===== config.mk =====
export PLATFORM = sky130hd
export DESIGN_NAME = qpu_exu_cwbck_arb
export DESIGN_NICKNAME = d
export VERILOG_FILES = /design/src/rtl/qpu_exu_cwbck_arb_pkg.sv /design/src/rtl/qpu_exu_lpb_fifo.sv /design/src/rtl/qpu_exu_cwbck_arb.sv
export SDC_FILE = /design/constraint.sdc
export NUM_CORES = 1
export LEC_CHECK = 0
export CAP_MARGIN = 20
export CORE_ASPECT_RATIO = 1.25
export CORE_UTILIZATION = 30
export CTS_BUF_LIST = sky130_fd_sc_hd__clkbuf_16
export CTS_CLUSTER_SIZE = 25
export DETAILED_ROUTE_END_ITERATION = 6
export PLACE_DENSITY = 0.55
export SLEW_MARGIN = 10
export SYNTH_ARGS = -nofsm -noshare
export SYNTH_HDL_FRONTEND = slang
export SYNTH_SLANG_ARGS = --single-unit

===== constraint.sdc =====
create_clock -name clk -period 2.7 [get_ports clk]
set_input_delay 0.405 -clock clk [delete_from_list [all_inputs] [get_ports clk]]
set_output_delay 0.405 -clock clk [all_outputs]
set_load 0.03 [all_outputs]

===== src/rtl/qpu_exu_cwbck_arb_pkg.sv =====
`default_nettype none
// ============================================================================
//  Module  : qpu_exu_cwbck_arb_pkg
//  Purpose : Shared defaults and types for the CRF write-back arbiter slice.
//            Supplies the QPU width defines when the shared define file has
//            not been read first, the default parameter values, and the
//            write-port source encoding.
//  Ports   : none (package)
//  Revision: 1.0 - initial release
// ============================================================================
`ifndef QPU_XLEN
`define QPU_XLEN 32
`endif
`ifndef QPU_RFIDX_REAL_WIDTH
`define QPU_RFIDX_REAL_WIDTH 5
`endif
`ifndef QPU_ITAG_WIDTH
`define QPU_ITAG_WIDTH 1
`endif

package qpu_exu_cwbck_arb_pkg;

  localparam int DEF_LPB_DEPTH  = 2;
  localparam int DEF_STARVE_MAX = 4;

  // Which stream owns the CRF write port in the current cycle.
  typedef enum logic [1:0] {
    SRC_NONE = 2'd0,
    SRC_ALU  = 2'd1,
    SRC_LPB  = 2'd2
  } wbck_src_e;

endpackage

`default_nettype wire


===== src/rtl/qpu_exu_lpb_fifo.sv =====
`default_nettype none
// ============================================================================
//  Module  : qpu_exu_lpb_fifo
//  Purpose : Long-pipe buffer. Circular FIFO holding data, destination index
//            and OITF tag of completed loads until the write port is free.
//  Ports   : clk, rst_n             - clock, async active-low reset
//            push_valid/push_ready  - enqueue handshake (ready = not full)
//            push_data/rdidx/itag   - entry payload
//            head_valid             - head entry present
//            head_data/rdidx/itag   - head entry payload
//            pop                    - dequeue head (ignored when empty)
//            empty                  - no entries held
//  Revision: 1.0 - initial release
// ============================================================================
module qpu_exu_lpb_fifo #(
  parameter int DEPTH   = 2,   // power of two, >= 2
  parameter int XLEN    = 32,
  parameter int RFIDX_W = 5,
  parameter int ITAG_W  = 1
) (
  input  logic               clk,
  input  logic               rst_n,
  input  logic               push_valid,
  output logic               push_ready,
  input  logic [XLEN-1:0]    push_data,
  input  logic [RFIDX_W-1:0] push_rdidx,
  input  logic [ITAG_W-1:0]  push_itag,
  output logic               head_valid,
  output logic [XLEN-1:0]    head_data,
  output logic [RFIDX_W-1:0] head_rdidx,
  output logic [ITAG_W-1:0]  head_itag,
  input  logic               pop,
  output logic               empty
);

  localparam int PTR_W = $clog2(DEPTH);
  localparam int CNT_W = $clog2(DEPTH + 1);

  logic [XLEN-1:0]    data_mem  [DEPTH];
  logic [RFIDX_W-1:0] rdidx_mem [DEPTH];
  logic [ITAG_W-1:0]  itag_mem  [DEPTH];

  logic [PTR_W-1:0] wr_ptr;
  logic [PTR_W-1:0] rd_ptr;
  logic [CNT_W-1:0] count;
  logic             full;
  logic             do_push;
  logic             do_pop;

  assign full       = (count == CNT_W'(DEPTH));
  assign empty      = (count == '0);
  // Ready comes from the registered count only, so a push is refused while
  // full even when the head is popped in the same cycle.
  assign push_ready = ~full;
  assign do_push    = push_valid & ~full;
  assign do_pop     = pop & ~empty;

  assign head_valid = ~empty;
  assign head_data  = data_mem[rd_ptr];
  assign head_rdidx = rdidx_mem[rd_ptr];
  assign head_itag  = itag_mem[rd_ptr];

  // Pointers wrap naturally because DEPTH is a power of two.
  always_ff @(posedge clk or negedge rst_n) begin
    if (!rst_n) begin
      wr_ptr <= '0;
      rd_ptr <= '0;
      count  <= '0;
    end else begin
      if (do_push) wr_ptr <= wr_ptr + PTR_W'(1);
      if (do_pop)  rd_ptr <= rd_ptr + PTR_W'(1);
      case ({do_push, do_pop})
        2'b10:   count <= count + CNT_W'(1);
        2'b01:   count <= count - CNT_W'(1);
        default: count <= count;
      endcase
    end
  end

  // Payload storage needs no reset: it is only observed through head_valid.
  always_ff @(posedge clk) begin
    if (do_push) begin
      data_mem[wr_ptr]  <= push_data;
      rdidx_mem[wr_ptr] <= push_rdidx;
      itag_mem[wr_ptr]  <= push_itag;
    end
  end

endmodule

`default_nettype wire


===== src/rtl/qpu_exu_cwbck_arb.sv =====
`default_nettype none
// ============================================================================
//  Module  : qpu_exu_cwbck_arb
//  Purpose : CRF write-back arbiter. Merges the single-cycle ALU write-back
//            stream with buffered long-pipe (LSU) results onto the one CRF
//            write port, and retires long-pipe results to the OITF.
//  Ports   : clk, rst_n                    - clock, async active-low reset
//            alu_wbck_i_valid/ready/data/rdidx
//                                          - ALU write-back (0-cycle path)
//            lsu_wbck_i_valid/ready/data/rdidx/itag
//                                          - long-pipe result into buffer
//            rf_wbck_o_ena/wdat/rdidx      - CRF write port
//            oitf_ret_ena/itag             - OITF retire pulse and tag
//            lpb_empty                     - long-pipe buffer empty
//  Revision: 1.0 - initial release
// ============================================================================
module qpu_exu_cwbck_arb
  import qpu_exu_cwbck_arb_pkg::*;
#(
  parameter int XLEN       = `QPU_XLEN,
  parameter int RFIDX_W    = `QPU_RFIDX_REAL_WIDTH,
  parameter int ITAG_W     = `QPU_ITAG_WIDTH,
  parameter int LPB_DEPTH  = DEF_LPB_DEPTH,
  parameter int STARVE_MAX = DEF_STARVE_MAX
) (
  input  logic               clk,
  input  logic               rst_n,
  input  logic               alu_wbck_i_valid,
  output logic               alu_wbck_i_ready,
  input  logic [XLEN-1:0]    alu_wbck_i_data,
  input  logic [RFIDX_W-1:0] alu_wbck_i_rdidx,
  input  logic               lsu_wbck_i_valid,
  output logic               lsu_wbck_i_ready,
  input  logic [XLEN-1:0]    lsu_wbck_i_data,
  input  logic [RFIDX_W-1:0] lsu_wbck_i_rdidx,
  input  logic [ITAG_W-1:0]  lsu_wbck_i_itag,
  output logic               rf_wbck_o_ena,
  output logic [XLEN-1:0]    rf_wbck_o_wdat,
  output logic [RFIDX_W-1:0] rf_wbck_o_rdidx,
  output logic               oitf_ret_ena,
  output logic [ITAG_W-1:0]  oitf_ret_itag,
  output logic               lpb_empty
);

  localparam int STARVE_W = (STARVE_MAX < 1) ? 1 : $clog2(STARVE_MAX + 1);

  logic               head_valid;
  logic [XLEN-1:0]    head_data;
  logic [RFIDX_W-1:0] head_rdidx;
  logic [ITAG_W-1:0]  head_itag;
  logic               lpb_gnt;
  logic               alu_gnt;
  logic               starve_hit;
  logic [STARVE_W-1:0] starve_cnt;
  wbck_src_e          src;

  qpu_exu_lpb_fifo #(
    .DEPTH   (LPB_DEPTH),
    .XLEN    (XLEN),
    .RFIDX_W (RFIDX_W),
    .ITAG_W  (ITAG_W)
  ) u_lpb (
    .clk        (clk),
    .rst_n      (rst_n),
    .push_valid (lsu_wbck_i_valid),
    .push_ready (lsu_wbck_i_ready),
    .push_data  (lsu_wbck_i_data),
    .push_rdidx (lsu_wbck_i_rdidx),
    .push_itag  (lsu_wbck_i_itag),
    .head_valid (head_valid),
    .head_data  (head_data),
    .head_rdidx (head_rdidx),
    .head_itag  (head_itag),
    .pop        (lpb_gnt),
    .empty      (lpb_empty)
  );

  // The ALU has priority, except when it has already won STARVE_MAX
  // consecutive times against a waiting buffer entry.
  assign starve_hit       = (starve_cnt == STARVE_W'(STARVE_MAX));
  assign lpb_gnt          = head_valid & (~alu_wbck_i_valid | starve_hit);
  assign alu_gnt          = alu_wbck_i_valid & ~lpb_gnt;
  assign alu_wbck_i_ready = ~lpb_gnt;

  always_comb begin
    src = SRC_NONE;
    if (lpb_gnt)      src = SRC_LPB;
    else if (alu_gnt) src = SRC_ALU;
  end

  always_comb begin
    rf_wbck_o_wdat  = '0;
    rf_wbck_o_rdidx = '0;
    case (src)
      SRC_ALU: begin
        rf_wbck_o_wdat  = alu_wbck_i_data;
        rf_wbck_o_rdidx = alu_wbck_i_rdidx;
      end
      SRC_LPB: begin
        rf_wbck_o_wdat  = head_data;
        rf_wbck_o_rdidx = head_rdidx;
      end
      default: begin
        rf_wbck_o_wdat  = '0;
        rf_wbck_o_rdidx = '0;
      end
    endcase
  end

  // A write to x0 is still consumed (and retired for loads), just not written.
  assign rf_wbck_o_ena = (src != SRC_NONE) & (|rf_wbck_o_rdidx);
  assign oitf_ret_ena  = lpb_gnt;
  assign oitf_ret_itag = lpb_gnt ? head_itag : '0;

  always_ff @(posedge clk or negedge rst_n) begin
    if (!rst_n) begin
      starve_cnt <= '0;
    end else if (lpb_gnt | ~head_valid) begin
      starve_cnt <= '0;
    end else if (alu_gnt & ~starve_hit) begin
      starve_cnt <= starve_cnt + STARVE_W'(1);
    end
  end

endmodule

`default_nettype wire

==> results.md, run 1 <==
* Min Tclk post-route at 2.52 ns
* Final Core Density at 0.444
* Net Sw Frac at 0.363
* Hpwl dp at 5950 microns
* Drt total wl at 8860 microns
* Skew-Pair Late Insertion Delay at 0.32 ns
* Initial cell density of the core at 0.312
* Synth area leader: edfxtp_1
* Syn Std Cell Area at 3670 sq um
* Most common cell in the synthesized netlist: edfxtp_1
* DRC errors left at 0
* P_int at 3.15 mW
* CP Capture Type: output port
* Sequential Power Share at 0.383
* PortBufs at 121
* MaxCap Viol Count at 0
* Num CTS Buffers at 9
* Avg Cell Area, Syn at 14.6 sq um
* TritonCTS Sinks at 83
* Remaining Overflow, GRT at 0
* CTS Hold Bufs at 0
* Final-report hold violation count at 0
* Max VDD drop at 0.000340 V
* CP Data Arrival Time at 2.12 ns
* Full die area at 12700 sq um
* Detail Route Antenna Nets at 0
* Highest Clock Rate at 0.397 GHz
* Global-route wire length before repair at 13700 microns
* Netlist cell types at 30
* Largest net degree at the start of global routing at 41
* Post-synth top area share at 0.621
* Psw at 1.80 mW
* Clock share of power at 0.210
* Fin. max-slew vios at 0
* Chip height at 126 microns
* Slew HR at 0.655
* Hold Crit Class: input port to async pin
* Layout area overhead at 42.2%
* Seq/Total Area, Yosys at 0.669
* RSZ-0062 raised after global routing: false
* Vias at 2518
* Largest cells by area after synthesis: edfxtp_1, mux2i_1, o211ai_1
* Worst slew pin tran at 0.518 ns
* CTS max path bufs at 2
* Overall Global Routing Usage at 0.145
* # diodes at 0
* Leakage at 1.90 nW
* P per Cell Area at 947 nW/um^2
* Part of the power in combinational logic at 0.408
* Routability congestion estimate at 0.738
* Wire length per cell at 16.6 microns
* Initial antenna violation count at 0
* Post-layout net count at 453
* Ys flop type: edfxtp_1
* Std cell rows at 44
* Run status: complete, no violations
* Gate count of the mapped netlist at 252
* Most instantiated cells after synthesis: edfxtp_1, mux2i_1, o211ai_1
* Crit-path max FO at 23
* CTS tree: done
* Chip width at 101 microns
* Setup_tns at 0 ns
* Syn nets at 334
* Root buffer cell: clkbuf_16
* Vias per inst at 4.71
* First drt pass iteration count at 4
* CP required at 2.30 ns
* Design Power at 4.95 mW
* Post-synth ARST share at 0.0843
* # resized after CTS at 0
* Post-CTS Setup Bufs at 0
* Initial drt markers at 98
* Critical Path Source Type: flip-flop
* Ys Warns at 0
* CP Class: flip-flop to output port
* Layout Skew at 0.00426 ns
* #FFs+latches synth at 83
* Final setup viols at 0
* Reg clk slew, reported paths at 0.06 ns
* Post-synth EDFFs at 76
* Fin crit share at 0.934
* Placeable Area at 11800 sq um
* Ports at 122
* Htree depth at 3
* Vias in the first global route at 2539
* Layout cell share with drive strength beyond 1 at 0.179
## layout make-up
cell class	count	area (sq um)
clock buffers	9	225
clock inverters	5	23.8
fillers	1134	6560
inverters	4	15.0
multi-input cells	143	1090
flip-flops and latches	83	2460
well taps	161	201
repair buffers	130	1210
## flip-flops by register name (all words and copies together), names as in the netlist
signal           cells
u_lpb.itag_mem       2
u_lpb.rdidx_mem     10
starve_cnt           3
u_lpb.data_mem      64
u_lpb.count          2
u_lpb.rd_ptr         1
u_lpb.wr_ptr         1
## critical path, cell delays in order, from the launching register on
cell and delay, ns:
dfrtp_1 0.40, inv_1 0.07, ha_1 0.17, nand2_2 0.07, a21o_4 0.31, inv_1 0.11
clkdlybuf4s50_1 0.67
## worst paths after layout
check | start | to | slack [ns] | depth (start not counted)
max | starve_cnt[0] | oitf_ret_ena | 0.18 | 6
min in group clk | starve_cnt[0] | starve_cnt[0] | 0.49 | 1
min | rst_n | starve_cnt[2] | 0.36 | 1
min reg2reg | starve_cnt[0] | starve_cnt[0] | 0.49 | 1
max in group asynchronous | rst_n | u_lpb.rd_ptr | 2.05 | 1
max reg2reg | starve_cnt[0] | u_lpb.count[1] | 0.87 | 8
## cells in the final DEF, fill, tap and decap left out
cell type	n
nand2_2	1
nand2_1	1
mux2i_1	38
xnor2_1	4
clkbuf_16	9
nor4b_1	1
nor3b_1	3
ha_1	3
and3_2	1
buf_12	3
nor2_4	2
inv_1	5
o21ai_1	36
o211ai_1	37
and4b_1	1
nor3_1	1
nand2b_1	1
o22a_1	1
dfrtp_1	6
clkdlybuf4s50_1	80
o221ai_1	1
buf_4	46
buf_2	1
dfrtp_2	1
nor4_1	1
nor2_1	3
a21o_4	1
or4_1	1
clkinv_1	2
xor2_1	1
o21ai_0	3
clkinvlp_4	1
clkinv_2	1
a21oi_1	1
edfxtp_1	76
## power groups by stage
stage | Combinational (mW) | Clock, mW | Sequential (mW)
final | 2.02 | 1.04 | 1.89
after global routing | 2.17 | 1.11 | 1.92
after CTS | 2.06 | 1.07 | 1.90
after detailed placement | 2.05 | 0 | 1.92
after global placement | 2.04 | 0 | 1.91
after floorplan | 1.34 | 0 | 1.87
## metrics by stage
stage          hold slack (ns)  cells  instance area, sq um  setup slack (ns)
6_report                 0.362    535                  5230             0.179
5_1_grt                  0.374    535                  5230            0.0537
4_1_cts                  0.356    535                  5230             0.154
3_5_place_dp             0.487    521                  4980             0.500
3_3_place_gp             0.450    521                  4980             0.515
2_1_floorplan            0.109    252                  3680             0.354
## kinds of logic (layout without fill, tap and decap cells)
| family | Yosys count | count (layout) | synth area share |
|---|---|---|---|
| flops | 83 | 83 | 0.669 |
| xor+xnor | 5 | 5 | 0.0119 |
| fa+ha+maj | 3 | 3 | 0.0102 |
| buf+inv | 26 | 148 | 0.0392 |
| simple gates | 17 | 17 | 0.0276 |
| mux | 38 | 38 | 0.104 |
| compound gates | 80 | 80 | 0.139 |
## per-layer routing
| layer | global-route usage | wire (microns) | vias to the layer above |
|---|---|---|---|
| met4 | 0.0426 | 104 | 0 |
| li1 | - | - | 1232 |
| met2 | 0.251 | 4510 | 75 |
| met3 | 0.0355 | 467 | 7 |
| met5 | 0 | 0 | - |
| met1 | 0.178 | 3780 | 1204 |
No activity file was read; power rests on OpenSTA's default activity.
==> inputs of run 2 (changes only) <==
Settings changed: SLEW_MARGIN 10 to 20.
==> results of run 2 <==
Final layout, timing and power as in run 1 (identical DEF).
==> inputs of run 3 (changes only) <==
Settings changed: SLEW_MARGIN 20 to 10.
==> results of run 3 <==
Final layout, timing and power as in run 1 (identical DEF).
